File: src/rtl/int_alu_pkg.sv
// Shared widths and state encoding for the iterative integer ALU blocks
// (divider and multiply-accumulate).
package int_alu_pkg;

    localparam int WQ_DEF = 32;
    localparam int WB_DEF = 16;

    // busy is the state bit itself
    typedef enum logic {
        IDLE = 1'b0,
        RUN  = 1'b1
    } state_t;

endpackage

File: src/rtl/int_mul_add.sv
// Iterative shift-add multiply-accumulate: y = q*b + r over WB iterations.
// Optional overflow flag (y exceeds WQ bits) when MULADD_OVF_EN is defined.
module int_mul_add
    import int_alu_pkg::*;
#(
    parameter int WQ = WQ_DEF,
    parameter int WB = WB_DEF,
    localparam int WC = $clog2(WB)
) (
    input  logic               clock,
    input  logic               resetn,
    input  logic               start,
    input  logic [WQ-1:0]      q,
    input  logic [WB-1:0]      b,
    input  logic [WB-1:0]      r,
    output logic [WQ+WB-1:0]   y,
    output logic               busy,
    output logic               ready,
    output logic [WC-1:0]      count
`ifdef MULADD_OVF_EN
    ,
    output logic               ovf
`endif
);

    localparam int W = WQ + WB;
    localparam logic [WC-1:0] LAST = WC'(WB - 1);

    // Handshake: an edge with start=1 and busy=0 accepts the operands; start
    // is ignored while busy; ready pulses for one cycle when y is updated, and
    // a start in that same cycle is accepted (back-to-back).

    state_t          state;
    state_t          state_next;
    logic [WC-1:0]   count_next;
    logic            ready_next;

    logic [W-1:0]    acc;
    logic [W-1:0]    mc;
    logic [WB-1:0]   mp;
    logic [W-1:0]    acc_step;
    logic            accept;
    logic            last;

    assign busy     = (state == RUN);
    assign accept   = (state == IDLE) && start;
    assign last     = (state == RUN) && (count == LAST);
    assign acc_step = mp[0] ? (acc + mc) : acc;

    always_comb begin
        state_next = state;
        count_next = count;
        ready_next = 1'b0;
        case (state)
            IDLE: begin
                if (start) begin
                    state_next = RUN;
                    count_next = '0;
                end
            end
            RUN: begin
                if (count == LAST) begin
                    state_next = IDLE;
                    ready_next = 1'b1;
                end else begin
                    count_next = count + 1'b1;
                end
            end
            default: state_next = IDLE;
        endcase
    end

    always_ff @(posedge clock or negedge resetn) begin
        if (!resetn) begin
            state <= IDLE;
            count <= '0;
            ready <= 1'b0;
        end else begin
            state <= state_next;
            count <= count_next;
            ready <= ready_next;
        end
    end

    // Datapath is wide enough that q*b+r never wraps.
    always_ff @(posedge clock or negedge resetn) begin
        if (!resetn) begin
            acc <= '0;
            mc  <= '0;
            mp  <= '0;
            y   <= '0;
`ifdef MULADD_OVF_EN
            ovf <= 1'b0;
`endif
        end else if (accept) begin
            acc <= {{WQ{1'b0}}, r};
            mc  <= {{WB{1'b0}}, q};
            mp  <= b;
        end else if (state == RUN) begin
            acc <= acc_step;
            mc  <= mc << 1;
            mp  <= mp >> 1;
            if (last) begin
                y   <= acc_step;
`ifdef MULADD_OVF_EN
                ovf <= |acc_step[W-1:WQ];
`endif
            end
        end
    end

endmodule

File: config.mk
export PLATFORM = sky130hd
export DESIGN_NAME = int_mul_add
export DESIGN_NICKNAME = d
export VERILOG_FILES = /design/src/rtl/int_alu_pkg.sv /design/src/rtl/int_mul_add.sv
export SDC_FILE = /design/constraint.sdc
export NUM_CORES = 1
export LEC_CHECK = 0
export ABC_AREA = 1
export ABC_CLOCK_PERIOD_IN_PS = 1790
export CAP_MARGIN = 25
export CORE_MARGIN = 8
export CORE_UTILIZATION = 40
export CTS_CLUSTER_DIAMETER = 100
export CTS_CLUSTER_SIZE = 10
export DETAILED_ROUTE_END_ITERATION = 7
export GPL_TIMING_DRIVEN = 0
export PLACE_DENSITY = 0.66
export SLEW_MARGIN = 20
export SYNTH_ARGS = -nofsm -noshare
export SYNTH_HDL_FRONTEND = slang
export SYNTH_SLANG_ARGS = --single-unit
File: constraint.sdc
create_clock -name clock -period 1.79 [get_ports clock]
set_input_delay 0.358 -clock clock [delete_from_list [all_inputs] [get_ports clock]]
set_output_delay 0.358 -clock clock [all_outputs]
set_load 0.05 [all_outputs]
==> results of run 1 <==
sequential cells by signal (all words and copies together) (netlist names):
| register | count |
|---|---|
| acc | 48 |
| mc | 48 |
| y | 48 |
| mp | 16 |
| count | 4 |
| busy | 1 |
| ready | 1 |
routing by layer:
| metal | GRT usage (%) | share of wire [%] |
|---|---|---|
| met5 | 0 | 0 |
| met4 | 7.71 | 2.7 |
| met3 | 4.86 | 5.6 |
| met2 | 41.4 | 47 |
| met1 | 34.4 | 45 |
layout by cell type (no fill, tap or decap), drive strengths merged:
master and instances:
clkdlybuf4s50 65, inv 316, xnor2 9, fa 1, a31oi 1, nand3 139, a22oi 5, nand3b 1
clkinv 7, dlygate4sd2 53, mux2i 1, or2 21, buf 128, o21bai 9, clkbuf 51, nor3 7
o211ai 23, dlygate4sd3 1, ha 48, nor4 2, a21o 2, o221ai 22, a21oi 31, bufinv 1
clkinvlp 2, o21ai 56, o22ai 16, xor2 8, nand2 664, and2 1, nand4 13, nor2 95
dfrtp 166
worst paths after layout:
path	from	end	slack, ns	cells after the start
max in group asynchronous	resetn	acc[43]	0.68	3
max reg2reg	mc[19]	y[40]	-0.33	13
min reg2reg	y[45]	y[45]	0.47	2
max	mc[19]	y[40]	-0.33	13
min	resetn	mp[8]	0.39	2
min in group clock	q[19]	mc[19]	0.45	3
final cells by class:
class	count	share of cell area, %
repair buffers	233	12.1
well taps	384	2.74
multi-input cells	1175	49.5
clock buffers	17	2.42
clock inverters	15	1.15
inverters	311	6.80
plain buffers	48	1.51
flip-flops and latches	166	23.8
kinds of logic (layout without fill, tap and decap cells):
kind of cell,after synthesis,after routing
flip-flops,166,166
AND/OR/NAND/NOR,943,943
XOR/XNOR,17,17
buffers and inverters,360,624
adder cells (fa/ha/maj),49,49
multiplexers,1,1
AO/OA/AOI/OAI,165,165
worst register-to-register path: cells and delay by family (launching register included):
family                     cells  cell delay (ns)
adders and majority gates      1             0.34
buffers and inverters          1             0.13
and+or+nand+nor               11             1.12
DFF                            1             0.44
through the flow:
| step | setup TNS (ns) | worst slack (ns) | instances | hold slack, ns |
|---|---|---|---|---|
| 3_3_place_gp | -1190.62 | -7.35 | 2205 | 0.461 |
| 5_1_grt | -25.32 | -0.455 | 2349 | 0.413 |
| 6_report | -16.98 | -0.333 | 2349 | 0.395 |
| 2_1_floorplan | -0.210 | -0.0415 | 1701 | 0.0624 |
| 4_1_cts | -13.98 | -0.298 | 2321 | 0.390 |
| 3_5_place_dp | -78.22 | -0.938 | 2207 | 0.277 |
cells in the mapped netlist, drive strengths merged, types with 3 or more instances:
| cell | number | area [sq um] |
|---|---|---|
| nand2 | 664 | 2530 |
| inv | 308 | 1160 |
| dfrtp | 166 | 4150 |
| nand3 | 139 | 756 |
| nor2 | 95 | 484 |
| o21ai | 56 | 295 |
| ha | 48 | 601 |
| clkbuf | 37 | 146 |
| a21oi | 31 | 155 |
| o211ai | 23 | 173 |
| o221ai | 22 | 193 |
| or2 | 21 | 131 |
| o22ai | 16 | 100 |
| nand4 | 13 | 81.3 |
| buf | 12 | 66.3 |
| o21bai | 9 | 67.6 |
| xnor2 | 9 | 78.8 |
| xor2 | 8 | 70.1 |
| nor3 | 7 | 45.0 |
| a22oi | 5 | 37.5 |
| clkinv | 3 | 11.3 |
timing repair:
action / in CTS / in global routing
setup buffers: 82 / 28
pin swaps: 122 / 140
gates resized for setup: 559 / 267
hold buffers: 1 / 0
endpoints found under the setup margin: 217 / 148
hold endpoints to repair: 39 / 0
==> impl_metrics.env, run 1 <==
export IMPL_status="finished with violations"
export IMPL_violations="negative setup slack"
export IMPL_max_slew_margin_pct=53.1
export IMPL_final_area_sq_mm=0.0176
export IMPL_ios=121
export IMPL_overflow=0
export IMPL_seq_area_frac_synth_pct=36.4
export IMPL_slowest_stage="dfrtp_1"
export IMPL_tritoncts="yes"
export IMPL_worstSkewPairLatency_ns=0.45
export IMPL_avgSynthCellArea_sq_um=6.71
export IMPL_drive_gt1_share_pct=40.0
export IMPL_synth_cell_type_count=39
export IMPL_antenna_found_initial=0
export IMPL_cts_sinks=166
export IMPL_synth_compound_area_share_pct=9.13
export IMPL_area_delta_synth_final_pct=53.8
export IMPL_numPortBuffers=120
export IMPL_clockBufferDepth=2
export IMPL_grt_max_degree=69
export IMPL_drt_wl_total_mm=44.5
export IMPL_syn_num_nets=1817
export IMPL_chipHeight_um=185
export IMPL_syn_inst=1701
export IMPL_multiInputGateArea_sq_mm=0.00869
export IMPL_drt_iter0_drc=921
export IMPL_timing_worst_setup_path_type="reg -> reg"
export IMPL_post_route_util_pct=61.8
export IMPL_dpl_hpwl_mm=32.1
export IMPL_path_cells="ha_4 -> nand2_4 -> nor2_4 -> buf_4 -> nand2_1 -> nor2_1 -> nand2_4 -> nand3_4 -> nand2_4 -> nand3_2 -> nand3_2 -> nand3_2 -> nand2_1"
export IMPL_cp_top_family="simple AND/OR/NAND/NOR gates"
export IMPL_fin_nets=2068
export IMPL_synthXorXnorAreaFrac_pct=1.30
export IMPL_fmax_mhz=471
export IMPL_yosys_warnings=0
export IMPL_via_count=12100
export IMPL_fin_ws_ns=-0.333
export IMPL_ys_async_sr_fraction_pct=100
export IMPL_path_max_fanout=4
export IMPL_wl_per_cell_um=18.9
export IMPL_hold_viol=0
export IMPL_hp_class="in -> async"
export IMPL_synth_mux_area_share_pct=0.0877
export IMPL_diodes=0
export IMPL_max_stage_delay_ns=0.44
export IMPL_ys_flop_type="dfrtp_1"
export IMPL_fill_cells=2559
export IMPL_cp_num_buf_inv=1
export IMPL_rows=62
export IMPL_rsz0062_at_grt="yes"
export IMPL_synthAdderAreaFrac_pct=5.44
export IMPL_synth_edff_count=0
export IMPL_synth_area_sq_mm=0.0114
export IMPL_track_usage_pct=25.6
export IMPL_cts_clk_slew_worst_paths_ns=0.09
export IMPL_cap_violations=0
export IMPL_synth_top_family_by_area="simple AND/OR/NAND/NOR gates"
export IMPL_placed_area_sq_mm=0.0132
export IMPL_arrival_ns=2.46
export IMPL_worstMarginPinSlew_ns=0.703
export IMPL_yosys_register_bits=166
export IMPL_slew_violations=0
export IMPL_setup_viol=87
export IMPL_period_needed_ns=2.12
export IMPL_regArea_sq_mm=0.00418
export IMPL_startpoint_type="register"
export IMPL_grt_pass1_wl_mm=67.6
export IMPL_cts_root_buf="clkbuf_16"
export IMPL_clock_skew_ns=0.0171
export IMPL_die_w_um=185
export IMPL_grt_pass1_vias=12400
export IMPL_yosys_area_share_simple_pct=35.6
export IMPL_cts_buffers=17
export IMPL_cts_htree_levels=4
export IMPL_ant_nets=0
export IMPL_die_area_sq_mm=0.0342
export IMPL_avgViaCountPerCell=5.14
export IMPL_timing_final_crit_share_pct=119
export IMPL_first_pass_iters=7
export IMPL_cp_required_ns=2.13
export IMPL_cp_end_kind="register"
export IMPL_place_gp_congestion=0.911
export IMPL_drc_errors=0
export IMPL_start_util_pct=40.2
export IMPL_core_area_sq_mm=0.0284
Power of run 1 is not shown: default switching activity piles up to over one toggle a cycle in this logic, so the estimate is an artifact.
==> run 2: changes to the inputs <==
SLEW_MARGIN = default   (was 20)
==> impl_metrics.env, run 2 (same netlist as run 1, synthesis figures left out) <==
export IMPL_worstMarginPinSlew_ns=0.841
export IMPL_placedCellCount=2206
export IMPL_period_needed_ns=2.13
export IMPL_track_usage_pct=25.3
export IMPL_hold_viol=0
export IMPL_ios=121
export IMPL_place_gp_congestion=0.911
export IMPL_mostFrequentLayoutCells="nand2_1 (481), inv_1 (244), dfrtp_1 (149)"
export IMPL_clockBufferDepth=2
export IMPL_dpl_hpwl_mm=31.9
export IMPL_drt_wl_total_mm=43.8
export IMPL_die_area_sq_mm=0.0342
export IMPL_diodes=0
export IMPL_slew_violations=0
export IMPL_overflow=0
export IMPL_timing_worst_setup_path_type="reg -> reg"
export IMPL_grt_pass1_vias=12200
export IMPL_cts_sinks=166
export IMPL_startpoint="mc[0]"
export IMPL_start_util_pct=40.2
export IMPL_cts_buffers=17
export IMPL_arrival_ns=2.42
export IMPL_ant_nets=0
export IMPL_slowest_stage="dfrtp_1"
export IMPL_antenna_found_initial=0
export IMPL_r2r_end="acc[6]"
export IMPL_cp_required_ns=2.08
export IMPL_top_regs="acc (48), mc (48), y (48)"
export IMPL_avgViaCountPerCell=5.09
export IMPL_path_cells="ha_4 -> inv_2 -> fa_2 -> inv_4 -> buf_4 -> buf_6 -> nand2_4 -> nand3_4 -> buf_4 -> buf_6 -> xnor2_2 -> nand2_1 -> o21ai_2 -> o211ai_1"
export IMPL_timing_final_crit_share_pct=119
export IMPL_setup_viol=87
export IMPL_via_count=12000
export IMPL_final_common_cell="nand2_1"
export IMPL_r2r_start="mc[0]"
export IMPL_tritoncts="yes"
export IMPL_max_slew_margin_pct=43.9
export IMPL_rsz0062_at_grt="yes"
export IMPL_first_pass_iters=5
export IMPL_fin_ws_ns=-0.343
export IMPL_regToRegSetupSlack_ns=-0.34
export IMPL_fin_nets=2070
export IMPL_startpoint_type="register"
export IMPL_final_area_sq_mm=0.0172
export IMPL_drive_gt1_share_pct=37.1
export IMPL_fmax_mhz=469
export IMPL_finalNonFillerCells=2351
export IMPL_wl_per_cell_um=18.6
export IMPL_cts_htree_levels=4
export IMPL_worstSkewPairLatency_ns=0.45
export IMPL_grt_pass1_wl_mm=67.0
export IMPL_status="finished with violations"
export IMPL_numPortBuffers=120
export IMPL_worst_path_stages=14
export IMPL_cts_clk_slew_worst_paths_ns=0.09
export IMPL_area_delta_synth_final_pct=50.3
export IMPL_endpoint="acc[6]"
export IMPL_cts_root_buf="clkbuf_16"
export IMPL_hold_ws_ns=0.404
export IMPL_placed_area_sq_mm=0.0131
export IMPL_cap_violations=0
export IMPL_drc_errors=0
export IMPL_path_max_fanout=4
export IMPL_die_w_um=185
export IMPL_core_area_sq_mm=0.0284
export IMPL_hp_class="in -> async"
export IMPL_violations="negative setup slack"
export IMPL_cp_num_buf_inv=6
export IMPL_grt_max_degree=108
export IMPL_chipHeight_um=185
export IMPL_max_stage_delay_ns=0.41
export IMPL_clock_skew_ns=0.0227
export IMPL_reg2regPathDepth=14
export IMPL_rows=62
export IMPL_cp_end_kind="register"
export IMPL_drt_iter0_drc=886
export IMPL_cp_top_family="buffers and inverters"
## run 2: cell types whose count changed in the layout (fill, tap and decap cells not counted), sizes merged
cell / before / now
bufinv: 1 / 0
clkbuf: 51 / 47
dlygate4sd2: 53 / 54
clkinv: 7 / 8
buf: 128 / 133
## run 2: metrics by stage
step / setup TNS [ns] / worst slack, ns / utilization, %
after floorplan: -0.210 / -0.0415 / -
after global placement: -1190.62 / -7.35 / 46.2
final: -17.85 / -0.343 / 60.4
after detailed placement: -79.30 / -0.911 / 46.3
after CTS: -13.64 / -0.301 / 57.4
after global routing: -26.47 / -0.446 / 60.4
## run 2: metal layers
| layer | wire, um | track usage, % |
|---|---|---|
| met4 | 847 | 5.76 |
| met1 | 20300 | 34.9 |
| met2 | 20500 | 41.6 |
| met3 | 2190 | 3.33 |
| met5 | 0 | 0 |
## run 2: final cells by class
type / instances / area, sq um
Inverter: 311 / 1180
Multi-Input combinational cell: 1175 / 8350
Timing Repair Buffer: 235 / 2120
Tap cell: 384 / 480
Clock buffer: 17 / 425
Buffer: 48 / 255
Fill cell: 2616 / 11200
Clock inverter: 15 / 178
Sequential cell: 166 / 4180
## run 2: worst min-delay path by stage
stage                 from      to  cells past startpoint
global placement     y[46]   y[46]                      2
detailed placement  resetn   mp[6]                      1
finish              resetn   mp[7]                      2
floorplan           resetn  acc[0]                      0
global route        resetn   mp[7]                      2
CTS                 resetn   mp[7]                      2
## run 2: timing repair
item                                   4_1_cts  5_1_grt
setup endpoints to repair                  217      140
pin swaps                                  129       90
hold buffers                                 1        0
setup buffers                               89       25
resized for setup                          535      194
endpoints found under the hold margin       59        0
Power of run 2 is left out for the same reason.
==> run 3: changes to the inputs <==
GPL_ROUTABILITY_DRIVEN = 0   (was default)
SKIP_CTS_REPAIR_TIMING = 1   (was default)
==> impl_metrics.env, run 3 (same netlist as run 1, synthesis figures left out) <==
export IMPL_first_pass_iters=5
export IMPL_die_area_sq_mm=0.0342
export IMPL_final_common_cell="nand2_1"
export IMPL_rsz0062_at_grt="yes"
export IMPL_cts_buffers=17
export IMPL_cap_violations=0
export IMPL_startpoint_type="register"
export IMPL_via_count=12200
export IMPL_drc_errors=0
export IMPL_core_area_sq_mm=0.0284
export IMPL_hold_viol=0
export IMPL_fin_ws_ns=-0.375
export IMPL_period_needed_ns=2.17
export IMPL_die_w_um=185
export IMPL_timing_worst_setup_path_type="reg -> reg"
export IMPL_numPortBuffers=120
export IMPL_diodes=0
export IMPL_status="finished with violations"
export IMPL_post_route_util_pct=59.0
export IMPL_mostFrequentLayoutCells="nand2_1 (490), inv_1 (263), dfrtp_1 (141)"
export IMPL_cp_end_kind="register"
export IMPL_hp_class="in -> async"
export IMPL_drive_gt1_share_pct=34.2
export IMPL_area_delta_synth_final_pct=46.9
export IMPL_wl_per_cell_um=18.0
export IMPL_dpl_hpwl_mm=29.0
export IMPL_worstMarginPinSlew_ns=0.796
export IMPL_worstSkewPairLatency_ns=0.45
export IMPL_cts_root_buf="clkbuf_16"
export IMPL_slew_violations=0
export IMPL_start_util_pct=40.2
export IMPL_grt_max_degree=101
export IMPL_hold_ws_ns=0.425
export IMPL_path_max_fanout=4
export IMPL_top_regs="acc (48), mc (48), y (48)"
export IMPL_avgViaCountPerCell=5.27
export IMPL_drt_wl_total_mm=41.8
export IMPL_cts_sinks=166
export IMPL_clock_skew_ns=0.0202
export IMPL_clockBufferDepth=2
export IMPL_cts_htree_levels=4
export IMPL_ios=121
export IMPL_rows=62
export IMPL_drt_iter0_drc=1178
export IMPL_violations="negative setup slack"
export IMPL_cp_required_ns=2.12
export IMPL_chipHeight_um=185
export IMPL_setup_viol=86
export IMPL_timing_final_crit_share_pct=121
export IMPL_tritoncts="yes"
export IMPL_fmax_mhz=462
export IMPL_grt_pass1_vias=11000
export IMPL_ant_nets=0
export IMPL_grt_pass1_wl_mm=58.5
export IMPL_cts_clk_slew_worst_paths_ns=0.08
export IMPL_arrival_ns=2.50
export IMPL_overflow=0
export IMPL_antenna_found_initial=0
export IMPL_max_slew_margin_pct=46.9
export IMPL_fin_nets=2037
export IMPL_track_usage_pct=21.9
## run 3: critical path: stages, from the launching register on
cell and delay, ns:
dfrtp_2 0.45, ha_4 0.34, nand2_4 0.09, nor2_4 0.15, inv_2 0.06, nor2_4 0.14, nand4_1 0.19, nand3_4 0.22
nand2_4 0.08, nand3_2 0.07, nand3_2 0.09, nand3_1 0.09, nand2_1 0.05
## run 3: path summary, 6_finish.rpt
path                                 to  slack, ns  cells past startpoint    from
worst min-delay path              mp[7]       0.43                      2  resetn
max in group asynchronous        mc[37]       0.43                      3  resetn
worst min register to register    y[47]       0.47                      2   y[47]
min in group clock               mc[16]       0.43                      3   q[16]
worst max register to register  acc[35]      -0.38                     12  mc[16]
worst max-delay path            acc[35]      -0.38                     12  mc[16]
## run 3: cell type report
class	instances	area [sq um]
buffer	48	274
clock buffer	17	425
sequential	166	4190
fill	2401	11600
clock inverter	15	178
tap	384	480
multi-input combinational	1175	8020
inverter	311	1180
timing repair buffer	202	2020
## run 3: through the flow
step | worst slack [ns] | area, sq um | TNS, ns | cells
floorplan | -0.0415 | 11400 | -0.210 | 1701
global placement | -7.33 | 13100 | -1178.67 | 2205
detailed placement | -0.778 | 13100 | -71.97 | 2206
CTS | -0.788 | 13700 | -71.36 | 2238
global route | -0.451 | 16800 | -25.48 | 2318
finish | -0.375 | 16800 | -18.99 | 2318
## run 3: metal layers
metal / vias to the layer above / GRT usage [%] / wire [um]
li1: 5756 / - / -
met1: 5848 / 30.2 / 17800
met5: - / 0 / 0
met2: 497 / 34.5 / 19200
met3: 124 / 3.08 / 2960
met4: 0 / 8.03 / 1780
Power of run 3 is left out for the same reason.
